File: src/rtl/usb_rx_pkg.sv
// Shared types and defaults for the USB receive path.
// Used by the unstuff/shift stage and its interface.
package usb_rx_pkg;

  typedef enum logic {
    SHIFT,
    STUFF
  } unstuff_state_t;

  localparam int USB_DATA_BITS = 8;
  localparam int USB_STUFF_RUN = 6;

endpackage

File: src/rtl/rx_unstuff_shift_if.sv
// Bit-stream in / byte-out bundle of the unstuff stage.
// master drives decoded bits, slave returns assembled words.
import usb_rx_pkg::*;

interface rx_unstuff_shift_if #(
  parameter int DATA_BITS = USB_DATA_BITS
);

  logic                 d_orig;
  logic                 shift_enable;
  logic                 eop;
  logic [DATA_BITS-1:0] rx_data;
  logic                 byte_received;
  logic                 stuff_err;

  modport master (
    output d_orig,
    output shift_enable,
    output eop,
    input  rx_data,
    input  byte_received,
    input  stuff_err
  );

  modport slave (
    input  d_orig,
    input  shift_enable,
    input  eop,
    output rx_data,
    output byte_received,
    output stuff_err
  );

endinterface

File: src/rtl/flex_counter.sv
// Wrapping counter 0..rollover_val-1 with a registered
// one-cycle flag on the enable that wraps it.
module flex_counter #(
  parameter int NUM_BITS = 4
) (
  input  logic                clk,
  input  logic                rst,
  input  logic                clear,
  input  logic                count_enable,
  input  logic [NUM_BITS-1:0] rollover_val,
  output logic [NUM_BITS-1:0] count_out,
  output logic                rollover_flag
);

  localparam logic [NUM_BITS-1:0] ONE = NUM_BITS'(1);

  logic [NUM_BITS-1:0] count_next;
  logic                flag_next;

  always_comb begin
    count_next = count_out;
    flag_next  = 1'b0;
    if (clear) begin
      count_next = '0;
    end else if (count_enable) begin
      if (count_out == rollover_val - ONE) begin
        count_next = '0;
        flag_next  = 1'b1;
      end else begin
        count_next = count_out + ONE;
      end
    end
  end

  always_ff @(posedge clk) begin
    if (rst) begin
      count_out     <= '0;
      rollover_flag <= 1'b0;
    end else begin
      count_out     <= count_next;
      rollover_flag <= flag_next;
    end
  end

endmodule

File: src/rtl/rx_unstuff_shift.sv
// USB receive unstuffer: drops the stuffed 0 after a run of
// ones and assembles remaining bits LSB-first into words.
module rx_unstuff_shift
  import usb_rx_pkg::*;
#(
  parameter int DATA_BITS = USB_DATA_BITS,
  parameter int STUFF_RUN = USB_STUFF_RUN
) (
  input logic              clk,
  input logic              rst,
  rx_unstuff_shift_if.slave bus
);

  localparam int CW = $clog2(DATA_BITS) + 1;
  localparam int OW = $clog2(STUFF_RUN + 1);
  localparam logic [CW-1:0] ROLL = CW'(DATA_BITS);
  localparam logic [OW-1:0] RUN  = OW'(STUFF_RUN);
  localparam logic [OW-1:0] ONE  = OW'(1);

  unstuff_state_t       state, state_next;
  logic [OW-1:0]        ones_cnt, ones_next;
  logic [DATA_BITS-1:0] data_q;
  logic [CW-1:0]        bit_cnt;
  logic                 shift_acc;
  logic                 err_next;
  logic                 err_q;
  logic                 byte_pulse;

  always_comb begin
    state_next = state;
    ones_next  = ones_cnt;
    shift_acc  = 1'b0;
    err_next   = 1'b0;
    if (bus.eop) begin
      state_next = SHIFT;
      ones_next  = '0;
    end else if (bus.shift_enable) begin
      unique case (1'b1)
        (state == SHIFT): begin
          shift_acc = 1'b1;
          ones_next = bus.d_orig ? ones_cnt + ONE : '0;
          if (ones_next == RUN) state_next = STUFF;
        end
        (state == STUFF): begin
          ones_next  = '0;
          state_next = SHIFT;
          err_next   = bus.d_orig;
        end
        default: ;
      endcase
    end
  end

  always_ff @(posedge clk) begin
    if (rst) begin
      state    <= SHIFT;
      ones_cnt <= '0;
      data_q   <= '1;
      err_q    <= 1'b0;
    end else begin
      state    <= state_next;
      ones_cnt <= ones_next;
      err_q    <= err_next;
      if (shift_acc) begin
        data_q <= {bus.d_orig, data_q[DATA_BITS-1:1]};
      end
    end
  end

  // eop clears the partial word count; the wrap flag is the byte strobe
  flex_counter #(
    .NUM_BITS (CW)
  ) u_bit_cnt (
    .clk           (clk),
    .rst           (rst),
    .clear         (bus.eop),
    .count_enable  (shift_acc),
    .rollover_val  (ROLL),
    .count_out     (bit_cnt),
    .rollover_flag (byte_pulse)
  );

  bit_cnt_range: assert property (
    @(posedge clk) disable iff (rst) bit_cnt < ROLL
  );

  assign bus.rx_data       = data_q;
  assign bus.byte_received = byte_pulse;
  assign bus.stuff_err     = err_q;

endmodule

File: src/flat_wrapper.sv
// flat-port wrapper written by rule: the top's interface ports become plain ports
module rx_unstuff_shift_flat import usb_rx_pkg::*;
#(
  parameter int DATA_BITS = USB_DATA_BITS,
  parameter int STUFF_RUN = USB_STUFF_RUN
)
  (clk, rst, bus_d_orig, bus_shift_enable, bus_eop, bus_rx_data, bus_byte_received, bus_stuff_err);
  rx_unstuff_shift_if #(.DATA_BITS(DATA_BITS)) bus_i ();
  input logic clk;
  input logic rst;
  input wire logic [$bits(bus_i.d_orig)-1:0] bus_d_orig;
  input wire logic [$bits(bus_i.shift_enable)-1:0] bus_shift_enable;
  input wire logic [$bits(bus_i.eop)-1:0] bus_eop;
  output wire logic [$bits(bus_i.rx_data)-1:0] bus_rx_data;
  output wire logic [$bits(bus_i.byte_received)-1:0] bus_byte_received;
  output wire logic [$bits(bus_i.stuff_err)-1:0] bus_stuff_err;
  assign bus_i.d_orig = bus_d_orig;
  assign bus_i.shift_enable = bus_shift_enable;
  assign bus_i.eop = bus_eop;
  assign bus_rx_data = bus_i.rx_data;
  assign bus_byte_received = bus_i.byte_received;
  assign bus_stuff_err = bus_i.stuff_err;
  rx_unstuff_shift #(.DATA_BITS(DATA_BITS), .STUFF_RUN(STUFF_RUN)) u_core (.clk(clk), .rst(rst), .bus(bus_i));
endmodule
File: config.mk
export PLATFORM = sky130hd
export DESIGN_NAME = rx_unstuff_shift_flat
export DESIGN_NICKNAME = d
export VERILOG_FILES = /design/src/rtl/usb_rx_pkg.sv /design/src/rtl/rx_unstuff_shift_if.sv /design/src/rtl/flex_counter.sv /design/src/rtl/rx_unstuff_shift.sv /design/src/flat_wrapper.sv
export SDC_FILE = /design/constraint.sdc
export NUM_CORES = 1
export LEC_CHECK = 0
export ABC_AREA = 0
export BUFFER_PORTS_ARGS = -buffer_cell sky130_fd_sc_hd__clkbuf_2
export CORE_MARGIN = 1.5
export CORE_UTILIZATION = 45
export DETAILED_ROUTE_END_ITERATION = 12
export PLACE_DENSITY = 0.69
export RECOVER_POWER = 25
export SLEW_MARGIN = 20
export SYNTH_ARGS = -nofsm -noshare
export SYNTH_HDL_FRONTEND = slang
export SYNTH_SLANG_ARGS = --single-unit
File: constraint.sdc
create_clock -name clk -period 4.1 [get_ports clk]
set_input_delay 0.41 -clock clk [delete_from_list [all_inputs] [get_ports clk]]
set_output_delay 0.41 -clock clk [all_outputs]
set_load 0.02 [all_outputs]
==> results.json, run 1 <==
{
  "drive_gt1_share_pct": 18.0,
  "synth_top_area_cell": "dfxtp_1",
  "place_area_um2": 823,
  "cts_buffers": 3,
  "rsz0062_at_grt": "false",
  "cp_data_arrival_time_ns": 1.91,
  "clkSinkCount": 18,
  "nets": 108,
  "htree_levels": 1,
  "grtUsageTotal_pct": 16.5,
  "max_slew.worst_pin.slew_ns": 0.560,
  "setup_violations": 0,
  "fillers": 144,
  "power.leakage_nw": 0.369,
  "vias": 623,
  "diodes": 0,
  "rows": 14,
  "initial_core_util_pct": 49.3,
  "grt_pass1_vias": 562,
  "wl_per_cell_um": 11.9,
  "fin_worst_skew_ns": 0.00168,
  "seqCellArea_um2": 360,
  "clk_pin_slew_ns": 0.10,
  "overflow": 0,
  "hold_viol_final": 0,
  "timing.final.crit_period_ns": 1.68,
  "syn_to_final_growth_pct": 13.0,
  "yosysUniqueCellTypes": 25,
  "ys_seq_area_share_pct": 47.4,
  "grt_pass1_wl_um": 2400,
  "cts_resized": 0,
  "ant_nets": 0,
  "yosys-top-cells-area": "dfxtp_1, nand3b_1, nand2_1, a21oi_1, ha_1",
  "insertion_delay_ns": 0.29,
  "cts_setup_buffers": 0,
  "cts_max_path_buffers": 2,
  "antenna_found_initial": 0,
  "max_freq_ghz": 0.597,
  "status": "finished clean",
  "final_util_pct": 55.7,
  "pin_count": 15,
  "power_density_mw_per_mm2": 383,
  "crit_type": "register to register",
  "mostFrequentLayoutCells": "nand2_1, dfxtp_1, clkbuf_2",
  "setup_tns_ns": 0,
  "synth_area_um2": 759,
  "cts_hold_buf": 0,
  "cts_tree": "done",
  "yosysTopAreaCellShare_pct": 47.4,
  "worstSetupStartpointType": "register",
  "cp.required_ns": 4.33,
  "drv_slew": 0,
  "end_kind": "register",
  "first_iter_violations": 6,
  "dp.cells": 112,
  "avgSynthCellArea_um2": 8.73,
  "grt_max_degree": 13,
  "totalWireLength_um": 1380,
  "max_slew_margin_pct": 62.5,
  "finalWeightedCongestion": 0.763,
  "syn_nets": 94,
  "routed_via_density": 5.37,
  "layout_commonest_cell": "nand2_1",
  "netlist_instances": 87,
  "total_power_uw": 328,
  "coreArea_mm2": 0.00154,
  "die_h_um": 44.1,
  "post-route-cell-area_um2": 858,
  "multiInputGateArea_um2": 369,
  "worst_hold_path_type": "input port to register",
  "maxCapViolCount": 0,
  "cts-root-buf": "clkbuf_4",
  "dr.pass1.iters": 4,
  "fin_cells": 116,
  "synth_seq_cells": 18,
  "die_area_mm2": 0.00194,
  "dpl.hpwl_um": 994,
  "pre_cts_ws_ns": 2.26,
  "drc": 0,
  "die_width_um": 44.1,
  "ir_worst_vdd_uv": 167,
  "worst-path-max-fanout": 12,
  "fin_ws_ns": 2.42,
  "whs_ns": 0.372,
  "portBuffers": 14,
  "period_share_pct": 40.9,
  "ys_warn_count": 0
}
[flip-flops by register name, indices dropped and copies added (netlist names)]
signal and cells:
u_core.bus.rx_data 8, u_core.bus.stuff_err 1, u_core.ones_cnt 3, u_core.state 1, u_core.u_bit_cnt.count_out 4, u_core.u_bit_cnt.rollover_flag 1
[final timing paths]
kind / from / cells past startpoint / slack (ns) / endpoint
setup / recovery: u_core.state / 3 / 2.42 / u_core.u_bit_cnt.count_out[3]
hold / removal: bus_d_orig / 3 / 0.37 / u_core.bus.stuff_err
setup reg to reg: u_core.state / 3 / 2.42 / u_core.u_bit_cnt.count_out[3]
hold reg to reg: u_core.bus.rx_data[0] / 2 / 0.48 / u_core.bus.rx_data[0]
[layer usage]
| metal | wire length [um] | vias up | GRT usage [%] |
|---|---|---|---|
| li1 | - | 325 | - |
| met1 | 665 | 283 | 20.0 |
| met2 | 656 | 13 | 27.9 |
| met3 | 50 | 2 | 3.67 |
| met4 | 10 | 0 | 7.27 |
| met5 | 0 | - | 0 |
[synthesized netlist by cell type]
| cell | count |
|---|---|
| o21ai_0 | 2 |
| or2_1 | 1 |
| xor2_1 | 1 |
| nand2_1 | 21 |
| nand4_1 | 1 |
| nor3b_1 | 1 |
| o21ai_1 | 1 |
| a21oi_1 | 6 |
| xnor2_1 | 1 |
| buf_6 | 1 |
| inv_1 | 1 |
| ha_1 | 2 |
| nor4bb_1 | 2 |
| nand3_1 | 2 |
| nor2_1 | 4 |
| clkbuf_1 | 4 |
| o22ai_1 | 1 |
| nor3b_2 | 1 |
| nand4b_1 | 1 |
| dfxtp_1 | 18 |
| nand3b_1 | 11 |
| nor2b_1 | 1 |
| nor3_1 | 1 |
| or3b_1 | 1 |
| or4_1 | 1 |
[worst max-delay path, stage by stage (launching register included)]
cell and delay [ns]:
dfxtp_1 0.40, or3b_1 0.57, or4_1 0.52, a21oi_1 0.12
[logic make-up (layout without fill, tap and decap cells)]
logic type      count (synthesis)  after routing  synth area share (%)
compound gates                 10             10                  6.75
fa+ha+maj                       2              2                  3.29
xor+xnor                        2              2                  2.31
flops                          18             18                  47.4
simple gates                   49             49                  36.2
buf+inv                         6             19                  3.95
[where the power goes]
| part | switching, mW | internal (mW) | leakage (nW) |
|---|---|---|---|
| sequential | 0.00378 | 0.181 | 0.147 |
| clock | 0.0553 | 0.0541 | 0.0210 |
| combinational | 0.0217 | 0.0129 | 0.201 |
[final cells by class]
type | instances | area share, %
Timing Repair Buffer | 14 | 8.02
Multi-Input combinational cell | 63 | 43.0
Tap cell | 16 | 2.33
Inverter | 1 | 0.437
Sequential cell | 18 | 42.0
Clock buffer | 4 | 4.23
No activity file was read; power rests on OpenSTA's default activity.
==> inputs of run 2 (changes only) <==
ABC_AREA = 1   (was 0)
PLACE_DENSITY = 0.72   (was 0.69)
clock period = 1.45 ns   (was 4.1 ns; I/O delays follow)
==> run 2 against run 1 <==
- non-clock buffer count unchanged
- sequential share of layout area up 0.12 points
- critical endpoint is now u_core.u_bit_cnt.count_out[2]
- critical path depth up 3
- combinational power rose to 3.0 times the previous value
- register-to-register slack worse by 2.1 ns
- clock skew down 0.00055 ns
- first-iteration DRC count rose to 2.8 times the previous value
- count of clock-buffer cells in the layout down 1
- wire length down 0.94%
- core utilization down 0.79 points
- clock power up 120%
==> results.json, run 2 <==
{
  "status": "finished clean",
  "die_width_um": 44.7,
  "setup_violations": 0,
  "crit_type": "register to register",
  "cp-endpoint": "u_core.u_bit_cnt.count_out[2]",
  "r2r-start": "u_core.state",
  "grtUsageTotal_pct": 17.5,
  "grt_pass1_wl_um": 2480,
  "yosysTopAreaCellShare_pct": 46.2,
  "clkSinkCount": 18,
  "ant_nets": 0,
  "initial_core_util_pct": 50.1,
  "layout_commonest_cell": "nand2_1",
  "cts_resized": 0,
  "cp.required_ns": 1.68,
  "yosys-top-cells-count": "nand2_1, dfxtp_1, inv_1, nand3_1, nor2_1",
  "nets": 123,
  "largest_register_ffs": 8,
  "synth_seq_cells": 18,
  "pin_count": 15,
  "die_area_mm2": 0.00199,
  "end_kind": "register",
  "netlist_instances": 99,
  "crit_path_start": "u_core.state",
  "synth_edf_count": 0,
  "vias": 646,
  "insertion_delay_ns": 0.28,
  "power.leakage_nw": 0.394,
  "period_share_pct": 80.3,
  "crit_buf_inv": 2,
  "dpl.hpwl_um": 1070,
  "yosysUniqueCellTypes": 21,
  "worstSetupStartpointType": "register",
  "crit_cells": 6,
  "drc": 0,
  "r2r_slack_ns": 0.29,
  "rsz0062_at_grt": "false",
  "overflow": 0,
  "cts_setup_buffers": 0,
  "syn_nets": 106,
  "p_clk_share_pct": 27.2,
  "max_freq_ghz": 0.859,
  "ys_seq_area_share_pct": 46.2,
  "cts-root-buf": "clkbuf_4",
  "die_h_um": 44.7,
  "grt_max_degree": 13,
  "htree_levels": 1,
  "wl_per_cell_um": 10.5,
  "seq_power_share_pct": 60.8,
  "routed_via_density": 4.97,
  "avgSynthCellArea_um2": 7.89,
  "antenna_found_initial": 0,
  "drive_gt1_share_pct": 21.9,
  "totalWireLength_um": 1370,
  "max_slew_margin_pct": 72.9,
  "pre_cts_ws_ns": 0.372,
  "synthFlopType": "dfxtp_1",
  "pwr-share-comb_pct": 12.0,
  "dr.pass1.iters": 4,
  "synth_area_um2": 781,
  "portBuffers": 14,
  "yosys-top-cells-area": "dfxtp_1, nand2_1, nand3_1, inv_1, nor2_1",
  "grt_pass1_vias": 582,
  "clk_pin_slew_ns": 0.09,
  "cts_tree": "done",
  "syn_to_final_growth_pct": 9.62,
  "power_density_mw_per_mm2": 1010,
  "timing.final.crit_period_ns": 1.16,
  "first_iter_violations": 17,
  "reg2reg_depth": 6,
  "synth_top_area_cell": "dfxtp_1",
  "rows": 14,
  "drv_slew": 0,
  "worst_hold_path_type": "input port to register",
  "cp_slowest_cell": "dfxtp_1",
  "mostFrequentLayoutCells": "nand2_1, dfxtp_1, clkbuf_2",
  "fin_ws_ns": 0.286,
  "cts_buffers": 3,
  "setup_tns_ns": 0,
  "cp_data_arrival_time_ns": 1.39,
  "coreArea_mm2": 0.00156,
  "path_common_cell": "nand2_1",
  "fin_worst_skew_ns": 0.00113,
  "netSwitchingPower_uw": 221,
  "cp_cell_sequence": "inv_1 -> nand2_4 -> inv_2 -> nand2_1 -> nand2_1 -> a21oi_2",
  "ys_warn_count": 0,
  "cts_hold_buf": 0,
  "finalWeightedCongestion": 0.825,
  "p_sw_share_pct": 25.6,
  "synth-async-reset-ratio_pct": 0,
  "intPower_uw": 641,
  "diodes": 0,
  "ir_worst_vdd_uv": 509,
  "cts_max_path_buffers": 2,
  "maxCapViolCount": 0,
  "crit_family": "simple AND/OR/NAND/NOR gates",
  "cpPeakStageDelay_ns": 0.34,
  "worst-path-max-fanout": 12,
  "reg2reg_to": "u_core.u_bit_cnt.count_out[2]",
  "synth_most_common_cell": "nand2_1",
  "hold_viol_final": 0,
  "max_slew.worst_pin.slew_ns": 0.405,
  "whs_ns": 0.0658
}
==> run 2: cell families after synthesis <==
| logic type | count (synthesis) | synth area share [%] |
|---|---|---|
| buf+inv | 15 | 9.13 |
| xor+xnor | 1 | 1.12 |
| compound gates | 10 | 8.81 |
| flops | 18 | 46.2 |
| simple gates | 53 | 31.6 |
| fa+ha+maj | 2 | 3.20 |
==> run 2: per-stage QoR <==
step | power [mW] | cells | instance area (um^2) | utilization (%)
2_1_floorplan | 0.613 | 99 | 781 | -
3_3_place_gp | 0.641 | 127 | 848 | 54.4
3_5_place_dp | 0.643 | 127 | 848 | 54.4
4_1_cts | 0.876 | 130 | 871 | 55.9
5_1_grt | 0.913 | 130 | 856 | 54.9
6_report | 0.862 | 130 | 856 | 54.9
==> run 2: power groups by stage <==
stage          Sequential, mW  Clock, mW  Combinational (mW)
6_report                0.524      0.235               0.103
5_1_grt                 0.527      0.268               0.117
4_1_cts                 0.524      0.244               0.108
3_5_place_dp            0.535          0               0.107
3_3_place_gp            0.535          0               0.106
2_1_floorplan           0.552          0              0.0613
==> run 2: area by class of cell <==
| type | instances | area [um^2] |
|---|---|---|
| clock buffers | 3 | 22.5 |
| fillers | 153 | 703 |
| inverters | 13 | 48.8 |
| multi-input cells | 66 | 338 |
| flip-flops and latches | 18 | 360 |
| well taps | 16 | 20.0 |
| repair buffers | 14 | 66.3 |
==> run 2: metal layers <==
| layer | GRT usage (%) | vias to the layer above | share of wire [%] |
|---|---|---|---|
| met2 | 26.4 | 17 | 49 |
| met1 | 22.7 | 285 | 47 |
| met5 | 0 | - | 0 |
| met4 | 7.27 | 0 | 0 |
| li1 | - | 344 | - |
| met3 | 6.12 | 0 | 4.9 |
==> run 2: worst min path at each step <==
| stage | start | endpoint | slack [ns] | depth (start not counted) |
|---|---|---|---|---|
| 2_1_floorplan | rst | u_core.u_bit_cnt.rollover_flag | 0.22 | 1 |
| 3_3_place_gp | rst | u_core.u_bit_cnt.rollover_flag | 0.37 | 2 |
| 3_5_place_dp | rst | u_core.u_bit_cnt.rollover_flag | 0.37 | 2 |
| 4_1_cts | rst | u_core.u_bit_cnt.rollover_flag | 0.06 | 2 |
| 5_1_grt | rst | u_core.u_bit_cnt.rollover_flag | 0.06 | 2 |
| 6_report | rst | u_core.u_bit_cnt.rollover_flag | 0.07 | 2 |
==> inputs of run 3 (changes only) <==
ABC_AREA = 0   (was 1)
PLACE_DENSITY = 0.69   (was 0.72)
clock period = 1.1 ns   (was 1.45 ns; I/O delays follow)
==> run 3 against run 2 <==
- the flow now finishes with violations (negative setup slack)
- combinational power increased by 45%
- sequential power increased by 31%
- fmax is 9.8% lower
- hold slack worse by 0.0080 ns
==> results.json, run 3 (synthesis gave the netlist of run 1 again) <==
{
  "drive_gt1_share_pct": 34.3,
  "cp.required_ns": 1.33,
  "rsz0062_at_grt": "true",
  "fin_cells": 124,
  "pwr-share-comb_pct": 12.0,
  "layout_commonest_cell": "nand2_1",
  "crit_family": "simple AND/OR/NAND/NOR gates",
  "insertion_delay_ns": 0.29,
  "intPower_uw": 939,
  "power.leakage_nw": 0.415,
  "end_kind": "register",
  "die_h_um": 44.1,
  "cts_hold_buf": 0,
  "cp_cell_sequence": "or3b_4 -> or4_1 -> a21oi_1",
  "period_share_pct": 117,
  "final_util_pct": 62.6,
  "pin_count": 15,
  "p_clk_share_pct": 32.6,
  "hold_viol_final": 0,
  "grt_pass1_wl_um": 2490,
  "wl_met3_um": 55,
  "rows": 14,
  "worst_hold_path_type": "input port to register",
  "fillers": 141,
  "largest_register_ffs": 8,
  "seq_power_share_pct": 55.4,
  "reg2reg_depth": 3,
  "vias": 653,
  "netSwitchingPower_uw": 304,
  "crit_buf_inv": 0,
  "wl_per_cell_um": 11.9,
  "nets": 116,
  "r2r-start": "u_core.state",
  "ir_worst_vdd_uv": 725,
  "dp.cells": 120,
  "wl_met2_um": 718,
  "drc": 0,
  "clk_pin_slew_ns": 0.10,
  "routed_via_density": 5.27,
  "cp_data_arrival_time_ns": 1.53,
  "worstSetupStartpointType": "register",
  "cts_setup_buffers": 0,
  "die_area_mm2": 0.00194,
  "finalWeightedCongestion": 0.793,
  "drv_slew": 0,
  "syn_to_final_growth_pct": 27.0,
  "wl_met1_um": 698,
  "cts_max_path_buffers": 2,
  "status": "complete, but fails checks",
  "crit_path_start": "u_core.state",
  "crit_type": "register to register",
  "fin_worst_skew_ns": 0.000829,
  "max_slew.worst_pin.slew_ns": 0.268,
  "htree_levels": 1,
  "cp_slowest_cell": "or4_1",
  "cts_buffers": 3,
  "totalWireLength_um": 1480,
  "p_sw_share_pct": 24.4,
  "cts_tree": "done",
  "top_layer": "met4",
  "fin_ws_ns": -0.191,
  "clkSinkCount": 18,
  "initial_core_util_pct": 49.3,
  "cts-root-buf": "clkbuf_4",
  "dpl.hpwl_um": 1000,
  "coreArea_mm2": 0.00154,
  "dr.pass1.iters": 2,
  "diodes": 0,
  "grt_max_degree": 12,
  "grt_pass1_vias": 567,
  "antenna_found_initial": 0,
  "grtUsageTotal_pct": 17.3,
  "die_width_um": 44.1,
  "ant_nets": 0,
  "first_iter_violations": 3,
  "holdPathStages": 3,
  "violations": "negative setup slack",
  "max_slew_margin_pct": 82.1,
  "mostFrequentLayoutCells": "nand2_1, clkbuf_2, dfxtp_1",
  "worst-path-max-fanout": 2,
  "overflow": 0,
  "setup_violations": 10,
  "total_power_mw": 1.24,
  "portBuffers": 14,
  "maxCapViolCount": 0,
  "whs_ns": 0.0578,
  "crit_cells": 3,
  "hp-start": "bus_d_orig",
  "power_density_mw_per_mm2": 1290,
  "cpPeakStageDelay_ns": 0.41,
  "timing.final.crit_period_ns": 1.29,
  "max_freq_ghz": 0.775
}
[run 3: metrics by stage]
step,TNS (ns),cell area [um^2],setup slack [ns]
2_1_floorplan,-1.21,763,-0.262
3_3_place_gp,-0.239,883,-0.140
3_5_place_dp,-0.333,883,-0.170
4_1_cts,-0.220,941,-0.167
5_1_grt,-0.750,965,-0.225
6_report,-0.368,965,-0.191
[run 3: cell type report]
type	instances	area, um^2	share of cell area (%)
multi-input combinational	63	409	42.4
sequential	18	365	37.9
tap	16	20.0	2.08
clock buffer	4	36.3	3.76
inverter	1	3.75	0.389
timing repair buffer	22	130	13.5
[run 3: repair_timing]
action | in CTS | in global routing
endpoints found under the setup margin | 8 | 14
pin swaps | 2 | 3
gates resized for setup | 6 | 6
hold endpoints to repair | 0 | 0
[run 3: power groups by stage]
stage                     registers [mW]  clock network [mW]  logic, mW
after floorplan                    0.725                   0     0.0692
after CTS                          0.689               0.422      0.145
after detailed placement           0.704                   0      0.142
after global routing               0.693               0.445      0.165
final                              0.689               0.405      0.149
after global placement             0.702                   0      0.141
[run 3: path summary, 6_finish.rpt]
| check | slack (ns) | to |
|---|---|---|
| setup / recovery | -0.19 | u_core.u_bit_cnt.count_out[3] |
| setup reg to reg | -0.19 | u_core.u_bit_cnt.count_out[3] |
| hold reg to reg | 0.47 | u_core.bus.rx_data[0] |
| hold / removal | 0.06 | u_core.bus.stuff_err |
[run 3: layer usage]
| layer | global-route usage [%] | vias to the layer above |
|---|---|---|
| met5 | 0 | - |
| met4 | 5.45 | 0 |
| met3 | 6.12 | 2 |
| met2 | 28.5 | 12 |
| met1 | 21.0 | 302 |
| li1 | - | 337 |
[run 3: tightest hold or removal path: cells and delay by family]
| kind | cells | cell delay [ns] |
|---|---|---|
| simple gates | 2 | 0.10 |
| buf+inv | 1 | 0.11 |
